### src/rtl/seq_det_pkg.sv
// Shared constants and helpers for the parametrised serial pattern detector.
package seq_det_pkg;

   localparam logic OVERLAP     = 1'b1;
   localparam logic NON_OVERLAP = 1'b0;

   function automatic int unsigned len_width(input int unsigned max_len);
      return $clog2(max_len + 1);
   endfunction

   function automatic int unsigned clamp_len(input int unsigned len, input int unsigned max_len);
      if (len < 2) return 2;
      if (len > max_len) return max_len;
      return len;
   endfunction

endpackage

### src/rtl/sat_counter.sv
// Saturating up-counter with synchronous clear; clear wins over increment.
module sat_counter #(
   parameter int unsigned W = 8
) (
   input  logic         clk,
   input  logic         reset_n,
   input  logic         inc,
   input  logic         clr,
   output logic [W-1:0] count
);

   logic [W-1:0] count_q;

   always_ff @(posedge clk or negedge reset_n) begin
      if (!reset_n) begin
         count_q <= '0;
      end else if (clr) begin
         count_q <= '0;
      end else if (inc && (count_q != '1)) begin
         count_q <= count_q + 1'b1;
      end
   end

   assign count = count_q;

endmodule

### src/rtl/seq_det_param.sv
// Programmable serial bit-pattern detector with overlap control and a saturating match counter.
module seq_det_param
   import seq_det_pkg::*;
#(
   parameter int unsigned          MAX_LEN     = 8,
   parameter logic [MAX_LEN-1:0]   RST_PATTERN = 8'b0000_1001,
   parameter int unsigned          RST_LEN     = 4,
   parameter int unsigned          CNT_W       = 8,
   localparam int unsigned         LW          = len_width(MAX_LEN)
) (
   input  logic               clk,
   input  logic               reset_n,
   input  logic               data_valid,
   input  logic               data_in,
   input  logic               overlap,
   input  logic               cfg_load,
   input  logic [MAX_LEN-1:0] cfg_pattern,
   input  logic [LW-1:0]      cfg_len,
   input  logic               cnt_clr,
   output logic               det_out,
   output logic [CNT_W-1:0]   match_cnt
);

   // Only MAX_LEN-1 old bits are kept; the incoming bit completes the window.
   logic [MAX_LEN-2:0] hist_q;
   logic [MAX_LEN-1:0] hist_next;
   logic [MAX_LEN-1:0] pattern_q;
   logic [MAX_LEN-1:0] len_mask;
   logic [LW-1:0]      len_q;
   logic [LW-1:0]      fill_q;
   logic [LW-1:0]      fill_next;
   logic [LW-1:0]      cfg_len_cl;
   logic               det_q;
   logic               match;

   always_comb begin
      hist_next  = {hist_q, data_in};
      fill_next  = (fill_q == LW'(MAX_LEN)) ? fill_q : fill_q + 1'b1;
      cfg_len_cl = LW'(clamp_len(32'(cfg_len), MAX_LEN));
      len_mask   = '0;
      for (int unsigned i = 0; i < MAX_LEN; i++) begin
         len_mask[i] = (i < 32'(len_q));
      end
      match = data_valid && !cfg_load && (fill_next >= len_q) &&
              (((hist_next ^ pattern_q) & len_mask) == '0);
   end

   // fill_q acts as the EMPTY / FILLING / ARMED state of the detector.
   always_ff @(posedge clk or negedge reset_n) begin
      if (!reset_n) begin
         hist_q    <= '0;
         fill_q    <= '0;
         pattern_q <= RST_PATTERN;
         len_q     <= LW'(RST_LEN);
         det_q     <= 1'b0;
      end else if (cfg_load) begin
         pattern_q <= cfg_pattern;
         len_q     <= cfg_len_cl;
         fill_q    <= '0;
         det_q     <= 1'b0;
      end else if (data_valid) begin
         hist_q <= hist_next[MAX_LEN-2:0];
         fill_q <= (match && (overlap == NON_OVERLAP)) ? '0 : fill_next;
         det_q  <= match;
      end else begin
         det_q <= 1'b0;
      end
   end

   assign det_out = det_q;

   sat_counter #(
      .W (CNT_W)
   ) u_cnt (
      .clk     (clk),
      .reset_n (reset_n),
      .inc     (match),
      .clr     (cnt_clr),
      .count   (match_cnt)
   );

endmodule

### config.mk
export PLATFORM = sky130hd
export DESIGN_NAME = seq_det_param
export DESIGN_NICKNAME = d
export VERILOG_FILES = /design/src/rtl/seq_det_pkg.sv /design/src/rtl/sat_counter.sv /design/src/rtl/seq_det_param.sv
export SDC_FILE = /design/constraint.sdc
export NUM_CORES = 1
export LEC_CHECK = 0
export ABC_AREA = 0
export CORE_MARGIN = 2
export CORE_UTILIZATION = 52
export CTS_BUF_LIST = sky130_fd_sc_hd__clkbuf_4 sky130_fd_sc_hd__clkbuf_8 sky130_fd_sc_hd__clkbuf_16
export DETAILED_ROUTE_END_ITERATION = 8
export GPL_ROUTABILITY_DRIVEN = 0
export PLACE_DENSITY = 0.84
export SLEW_MARGIN = 20
export SYNTH_ARGS = -nofsm -noshare
export SYNTH_HDL_FRONTEND = slang
export SYNTH_SLANG_ARGS = --single-unit
### constraint.sdc
create_clock -name clk -period 3.4 [get_ports clk]
set_input_delay 0.85 -clock clk [delete_from_list [all_inputs] [get_ports clk]]
set_output_delay 0.85 -clock clk [all_outputs]
set_load 0.1 [all_outputs]
**Word-level counts from Yosys, hierarchy flattened**

Cells that the tools add are included.

- $add $sub $neg: 2
- $lt $le $gt $ge: 11
- Equality and inequality tests: 2
- Muxes and demuxes: 15
- Bitwise operators: 4
- Reduce and logical (&&, ||, !) cells: 10

Operators with widths:

| operator | number |
|---|---|
| two-way mux 4 bit | 7 |
| < comparator 3 x 4 -> 1 bit, first input constant | 4 |
| two-way mux 8 bit | 2 |
| adder 8 x 1 -> 8 bit, second input constant | 1 |
| bitwise AND 8 bit | 1 |
| zero test 8 bit | 1 |
| < comparator 1 x 4 -> 1 bit, first input constant | 2 |
| < comparator 2 x 4 -> 1 bit, first input constant | 2 |
| inequality test 8 bit, second input constant | 1 |
| bitwise XOR 8 bit | 1 |
| logical AND 1 bit | 5 |
| two-way mux 1 bit | 5 |
| adder 4 x 1 -> 4 bit, second input constant | 1 |
| equality test 4 bit, second input constant | 1 |
| >= comparator 4 bit | 1 |
| > comparator 4 bit, second input constant | 1 |
| < comparator 4 x 2 -> 1 bit, second input constant | 1 |
| nonzero test 2 bit | 2 |
| two-way mux 2 bit | 1 |
| inverter 1 bit | 2 |
| AND reduction 2 bit | 1 |
| zero test 1 bit | 1 |

- Register bits after elaboration: 32
- Output and inout bits: 9
- Logic and storage cells: 50

**Logic depth before layout (Yosys ltp)**

Gate-level depths: netlist (run 1).

- Word-level depth: 9
- Depth in mapped cells: 13
- Gate-level depth less buffers: 12

**Modules after synthesis**

A second synthesis (run 1) with hierarchy kept.

- Cell total of the unflattened synthesis: 181
- Area, all modules: 1755.4 um^2

By module, submodules not included:

| module | times used | cells an instance | area an instance (um^2) |
|---|---|---|---|
| seq_det_param | 1 | 132 | 1291.2 |
| sat_counter | 1 | 49 | 464.2 |

**Worst setup path after synthesis (run 1)**

No wires, ideal clock.

- Kind: flip-flop to flip-flop
- Start point: register fill_q[0]
- End point: register u_cnt.count_q[3], in the netlist u_cnt.count[3]
- Setup time: 78 ps
- Data arrival time: 2441 ps
- Slack: 882 ps
- Cell stages (with the launch flop): 13
- Buffers on the path: 1
- Cells stage by stage: dfrtp_1 inv_1 ha_1 nand2_1 nor2_1 xnor2_1 ha_1 o21ai_0 a222oi_1 nand3_1 buf_4 or3_1 a21oi_1

- Word-level cells in the longest chain between the ends: 7

RTL lines:

| item | RTL line | source |
|---|---|---|
| start, declared | seq_det_param.sv:30 | `logic [LW-1:0] fill_q;` |
| start signal, assigned | seq_det_param.sv:63 | `fill_q <= (match && (overlap == NON_OVERLAP)) ? '0 : fill_next;` |
| adder 4 x 1 -> 4 bit or equality test 4 bit (tied branches) | seq_det_param.sv:38 | `fill_next = (fill_q == LW'(MAX_LEN)) ? fill_q : fill_q + 1'b1;` |
| two-way mux 4 bit * | seq_det_param.sv:38 |  |
| >= comparator 4 bit * | seq_det_param.sv:44 | `match = data_valid && !cfg_load && (fill_next >= len_q) &&` |
| logical AND 1 bit * (2 in series) | seq_det_param.sv:44 |  |
| logical AND 1 bit * | sat_counter.sv:19 | `end else if (inc && (count_q != '1)) begin` |
| nonzero test 2 bit (no line) * | -- |  |
| end signal, assigned | sat_counter.sv:20 | `count_q <= count_q + 1'b1;` |
| end, declared | sat_counter.sv:12 | `logic [W-1:0] count_q;` |

Every way passes the cells marked *; elsewhere a longest branch is shown, timed or not.
A chain may end at the register's enable or synchronous reset.

**Worst setup path in the final report (run 1)**

- Start point: register fill_q[0]
- End point: register u_cnt.count_q[7], in the netlist u_cnt.count[7]

Same word-level chain as after synthesis.

==> metrics.txt, run 1 <==
Total Wirelength 3.258 mm; Vias roughly 1,300; CP Capture Type flop; fraction of layout cells with a size suffix above 1 0.1759; Seq cells post-synth 32; post-CTS sizing 0; library cells used by synthesis 39; dpl ws 0.4588 ns; input/output buffers 27; Top delay family on crit path simple AND/OR/NAND/NOR gates; crit path time final 2.847 ns; EDFF count, synth 0; Worst-path clk slew 0.10 ns; Mapped Area 0.001635 sq mm; 1st-pass router iterations 4; crit-path max FO 6; Startpoint Class flop; largest net degree at the start of global routing 33; Skew-Pair Late Insertion Delay about 0.34 ns; # setup viols final 0; CTS Root Cell clkbuf_4; crit path buf inv count 1; CTS Buffer Depth 2; Die Span Y approximately 60 um; dpl hpwl between 2 and 3 mm; I/O pins 28; Min-Delay Path Class reg -> reg; # DRC 0; Global Route Usage Sum 0.2065; PwrDens 406.6 mW/mm^2; first-pass GRT wire length 5.368 mm; CTS Sinks 32; Final nets 224; die extent in x 60.08 um; final setup margin around 0.55 ns; Crit Path Class reg -> reg; final-report hold violation count 0; final period utilization 0.8375; worst-margin pin slew approximately 0.54 ns; vias in the first global route 1,282; total power just over 800 uW; CTS buffer count 5; remaining antenna violation count 0; Mapped Cells 164; total global routing overflow 0; # rows 20; initial antenna violation count 0; post-synthesis to final-layout area growth 23.11%; status finished clean; CP cell instances inv_1 > ha_1 > nand2_1 > nor2_1 > xnor2_1 > ha_1 > o21ai_0 > a222oi_1 > nand3_1 > or4_1 > a21oi_1; Critical Path AT 3.11 ns; Syn Nets 190; Worst path max stage delay 0.56 ns; RSZ-0062 raised after global routing no; CP most frequent cell ha_1; CP max stage cell or4_1; WL per Instance 13.41 um; Detailed Route Iter0 Violations 36; htree depth 2; number of antenna diodes 0; CTS tree built; Ys Warns 0; Initial Util 0.5401; Post-synth ARST share 1.000; Die ar. 0.003610 sq mm; Min Hold Slack 0.5096 ns; Slew Limit Fails 0; CORE AREA between 0.003 and 0.004 sq mm; # Post-CTS Setup Buffers 0; Worst VDD drop 319.9 uV; Top FF cell, synth dfrtp_1; Avg Inst Size Synth 9.971 sq um; Final TNS setup 0 ns; static leakage between 0.8 and 0.9 nW; Fillers 258; skew final 0.009017 ns; max-cap violation count 0; vias per std cell roughly 5.4; relative slew slack 0.6420; # hold bufs at CTS 0; WP data required approximately 3.7 ns; register area share after synthesis 0.4920; Max Freq approximately 350 MHz
-- cell usage in the layout (no fill, tap or decap), types with 6 or more instances in the layout --
cell and instances:
nand2_1 30, dfrtp_1 29, clkdlybuf4s50_1 18, buf_4 14
inv_1 9, xnor2_1 9, o21ai_0 8, mux2_2 8
ha_1 7, nor2_1 6, a21oi_1 6
-- state kept, by name, summed over array words and instances, names as in the netlist --
signal	cells
pattern_q	8
fill_q	4
len_q	4
u_cnt.count	8
det_out	1
hist_q	7
-- final cells by class --
class | count | area (sq um) | area share
clock buffers | 6 | 51.30 | 0.02548
flip-flops and latches | 32 | 804.5 | 0.3996
multi-input cells | 117 | 769.5 | 0.3822
clock inverters | 2 | 10.01 | 0.004972
inverters | 10 | 37.54 | 0.01865
repair buffers | 32 | 285.3 | 0.1417
well taps | 44 | 55.05 | 0.02735
-- worst reg2reg max path: stages (launching register included) --
cell and delay [ns]:
dfrtp_1 0.42, inv_1 0.11, ha_1 0.15, nand2_1 0.07, nor2_1 0.15, xnor2_1 0.12
ha_1 0.28, o21ai_0 0.08, a222oi_1 0.38, nand3_1 0.24, or4_1 0.57, a21oi_1 0.19
-- worst paths after layout --
| path | depth (start not counted) | slack, ns | startpoint | end |
|---|---|---|---|---|
| setup / recovery | 11 | 0.55 | fill_q[0] | u_cnt.count[7] |
| hold / removal | 2 | 0.51 | hist_q[6] | hist_q[6] |
| setup reg to reg | 11 | 0.55 | fill_q[0] | u_cnt.count[7] |
| hold reg to reg | 2 | 0.51 | hist_q[6] | hist_q[6] |
| max in group asynchronous | 2 | 2.20 | reset_n | len_q[2] |
| min in group asynchronous | 2 | 0.89 | reset_n | pattern_q[5] |
-- metal layers --
metal | global-route usage | up-vias | wire [um]
met5 | 0 | - | 0
met1 | 0.2406 | 633 | 1442
met2 | 0.3307 | 26 | 1609
li1 | - | 648 | -
met4 | 0.1429 | 0 | 96
met3 | 0.05195 | 10 | 110
-- per-stage QoR --
| step | instance area [sq um] | util | std cells |
|---|---|---|---|
| final | 2013 | 0.6649 | 243 |
| after CTS | 2013 | 0.6649 | 243 |
| after floorplan | 1635 | - | 164 |
| after detailed placement | 1952 | 0.6446 | 235 |
| after global routing | 2013 | 0.6649 | 243 |
| after global placement | 1952 | 0.6446 | 235 |
-- Yosys cell counts, types with 2 or more instances --
cell,count,share of area
dfrtp_1,29,0.44
a32o_1,3,0.018
mux2_2,8,0.055
inv_1,9,0.021
or4_1,2,0.0092
ha_1,7,0.054
nor2_1,6,0.014
o21ai_1,4,0.012
o31ai_1,2,0.0092
or3_1,3,0.011
dfstp_2,3,0.048
xnor2_1,9,0.048
a21oi_1,6,0.018
nand4_1,2,0.0076
nor3_1,3,0.0092
clkbuf_1,2,0.0046
nand3_1,5,0.015
nand2_1,30,0.069
o21ai_0,8,0.024
mux2i_1,2,0.012
xor2_1,3,0.016
-- cells by family after synthesis --
kind of cell,Yosys count,synth area share
xor gates and xnor gates,12,0.06427
AOI/OAI and AO/OA,31,0.1217
adders and majority gates,7,0.05356
buffers and inverters,15,0.03749
DFF,32,0.4920
and+or+nand+nor,57,0.1637
muxes,10,0.06733
-- power breakdown --
group | switching (mW) | leakage [nW] | internal (mW) | total, mW
sequential | 0.0293 | 0.411 | 0.414 | 0.443
clock | 0.128 | 0.0380 | 0.0982 | 0.226
combinational | 0.0729 | 0.446 | 0.0757 | 0.149
Power figures use the tool's default switching activity.
==> run 2, diff against run 1 <==
- clock period: 3.4 -> 2.95 ns (I/O delays scaled with it)
==> run 2 against run 1 <==
  * Sequential power rose by 16%
  * Wire length rose by 5.3%
  * Setup slack worse by 0.43 ns
  * Non-clock buffer count rose by 2
  * Core utilization increased by 1.3 points
  * Sequential share of layout area down 0.78 points
  * Combinational power is 15% higher
  * Critical endpoint is now u_cnt.count[5]
==> metrics.txt, run 2 (synthesis gave the netlist of run 1 again) <==
worst-margin pin slew 0.5490 ns (was 0.5354 ns); Min-Delay Path Class reg -> reg (unchanged); Worst-path clk slew 0.09 ns (was 0.10 ns); CTS tree built (unchanged); final period utilization 0.9578 (was 0.8375); fin cells 245 (was 243); Total Wirelength 3.431 mm (was 3.258 mm); # setup viols final 0 (unchanged); internal power 701.5 uW (was 588.1 uW); Final TNS setup 0 ns (unchanged); crit path buf inv count 2 (was 1); vias per std cell 5.486 (was 5.420); Worst path max stage delay 0.42 ns (was 0.56 ns); NetSw 256.4 uW (was 230.4 uW); number of antenna diodes 0 (unchanged); skew final 0.008604 ns (was 0.009017 ns); Reg area 804.5 sq um (unchanged); Sequential Power Share 0.534 (was 0.542); Die ar. 0.003610 sq mm (unchanged); Inst Count DP 235 (unchanged); Vias 1,344 (was 1,317); input/output buffers 27 (unchanged); commonest cells after routing, fill and taps aside nand2_1, dfrtp_1, clkdlybuf4s50_1 (unchanged); R2R Setup Slk 0.12 ns (was 0.55 ns); crit-path max FO 7 (was 6); remaining antenna violation count 0 (unchanged); Detailed Route Iter0 Violations 41 (was 36); largest net degree at the start of global routing 33 (unchanged); Clock Power Share 0.286 (was 0.277); # rows 20 (unchanged); total power 958.0 uW (was 818.5 uW); CORE AREA 0.003028 sq mm (unchanged); total global routing overflow 0 (unchanged); Fillers 246 (was 258); status finished clean (unchanged); Die Span Y 60.08 um (unchanged); Net Sw Frac 0.2677 (was 0.2815); initial antenna violation count 0 (unchanged); Global Route Usage Sum 0.2147 (was 0.2065); post-synthesis to final-layout area growth 25.55% (was 23.11%); # hold bufs at CTS 0 (unchanged); dpl hpwl 2.458 mm (was 2.528 mm); Slew Limit Fails 0 (unchanged); Startpoint Class flop (unchanged); Crit Path Class reg -> reg (unchanged); max-cap violation count 0 (unchanged); Worst VDD drop 380.4 uV (was 319.9 uV); CP Capture Type flop (unchanged); Skew-Pair Late Insertion Delay 0.33 ns (was 0.34 ns); CTS Root Cell clkbuf_4 (unchanged); 1st-pass router iterations 4 (unchanged); I/O pins 28 (unchanged); vias in the first global route 1,299 (was 1,282); CP max stage cell dfrtp_1 (was or4_1); dpl ws 0.1344 ns (was 0.4588 ns); CP cell instances inv_2 > ha_1 > nand2_2 > nor2_2 > xnor2_1 > ha_1 > o21ai_0 > a222oi_1 > nand3_1 > buf_6 > or3_1 > a21oi_1 (was inv_1 > ha_1 > nand2_1 > nor2_1 > xnor2_1 > ha_1 > o21ai_0 > a222oi_1 > nand3_1 > or4_1 > a21oi_1); Critical Path AT 3.06 ns (was 3.11 ns); CP most frequent cell ha_1 (unchanged); Initial Util 0.5401 (unchanged); crit path time final 2.826 ns (was 2.847 ns); Max Freq 353.9 MHz (was 351.2 MHz); # DRC 0 (unchanged); Final nets 226 (was 224); static leakage 0.9083 nW (was 0.8955 nW); htree depth 2 (unchanged); die extent in x 60.08 um (unchanged); WP data required 3.19 ns (was 3.66 ns); PwrDens 466.6 mW/mm^2 (was 406.6 mW/mm^2); final-report hold violation count 0 (unchanged); CTS Buffer Depth 2 (unchanged); first-pass GRT wire length 5.595 mm (was 5.368 mm); CTS buffer count 5 (unchanged); fraction of layout cells with a size suffix above 1 0.2139 (was 0.1759); area occupied by multi-input gates 785.8 sq um (was 769.5 sq um); combinational power share 0.180 (was 0.182); relative slew slack 0.6328 (was 0.6420); WL per Instance 14.00 um (was 13.41 um); CTS Sinks 32 (unchanged); Top delay family on crit path simple AND/OR/NAND/NOR gates (unchanged); final setup margin 0.1244 ns (was 0.5526 ns)
[run 2: cell count changes in the layout (fill, tap and decap cells not counted), sizes merged]
cell    delta
buf        +2
clkbuf     +2
clkinv     -2
[run 2: repair_timing]
| action | in CTS | in global routing |
|---|---|---|
| hold endpoints to repair | 0 | 0 |
| setup endpoints to repair | 0 | 4 |
| setup buffers | 0 | 2 |
| gates resized for setup | 0 | 7 |
[run 2: area by class of cell]
type                            instances  area share
Sequential cell                        32      0.3918
Inverter                               10     0.01828
Multi-Input combinational cell        117      0.3827
Timing Repair Buffer                   34      0.1481
Tap cell                               44     0.02681
Clock buffer                            8     0.03230
[run 2: path summary, 6_finish.rpt]
path                           start        endpoint  depth (start not counted)
setup / recovery           fill_q[0]  u_cnt.count[5]                         12
hold / removal             hist_q[6]       hist_q[6]                          2
setup reg to reg           fill_q[0]  u_cnt.count[5]                         12
hold reg to reg            hist_q[6]       hist_q[6]                          2
max in group asynchronous    reset_n    pattern_q[0]                          2
min in group asynchronous    reset_n        len_q[3]                          2
[run 2: tightest hold or removal path: cells and delay by family, from the launching register on]
family | cells | cell delay [ns]
AND/OR/NAND/NOR | 2 | 0.11
flip-flops | 1 | 0.36
[run 2: per-layer routing]
layer	GRT usage	part of all wire	up-vias	routed length (um)
li1	-	-	655	-
met1	0.2535	0.43	641	1474
met2	0.3463	0.50	38	1717
met3	0.07576	0.044	10	151
met4	0.1048	0.025	0	87
met5	0	0	-	0
[run 2: metrics by stage]
| stage | utilization | instance area (sq um) | hold slack, ns |
|---|---|---|---|
| floorplan | - | 1635 | 0.4419 |
| global placement | 0.6446 | 1952 | 0.4884 |
| detailed placement | 0.6446 | 1952 | 0.4880 |
| CTS | 0.6665 | 2018 | 0.5100 |
| global route | 0.6781 | 2053 | 0.5351 |
| finish | 0.6781 | 2053 | 0.5040 |
[run 2: power groups by stage]
| stage | clock [mW] | sequential, mW | combinational [mW] |
|---|---|---|---|
| detailed placement | 0 | 0.520 | 0.169 |
| global placement | 0 | 0.517 | 0.164 |
| CTS | 0.281 | 0.512 | 0.171 |
| global route | 0.301 | 0.517 | 0.194 |
| floorplan | 0 | 0.516 | 0.104 |
| finish | 0.274 | 0.512 | 0.172 |
==> run 3, diff against run 2 <==
- SLEW_MARGIN: 20 -> 15
==> results of run 3 <==
Final layout, timing and power as in run 2 (identical DEF).
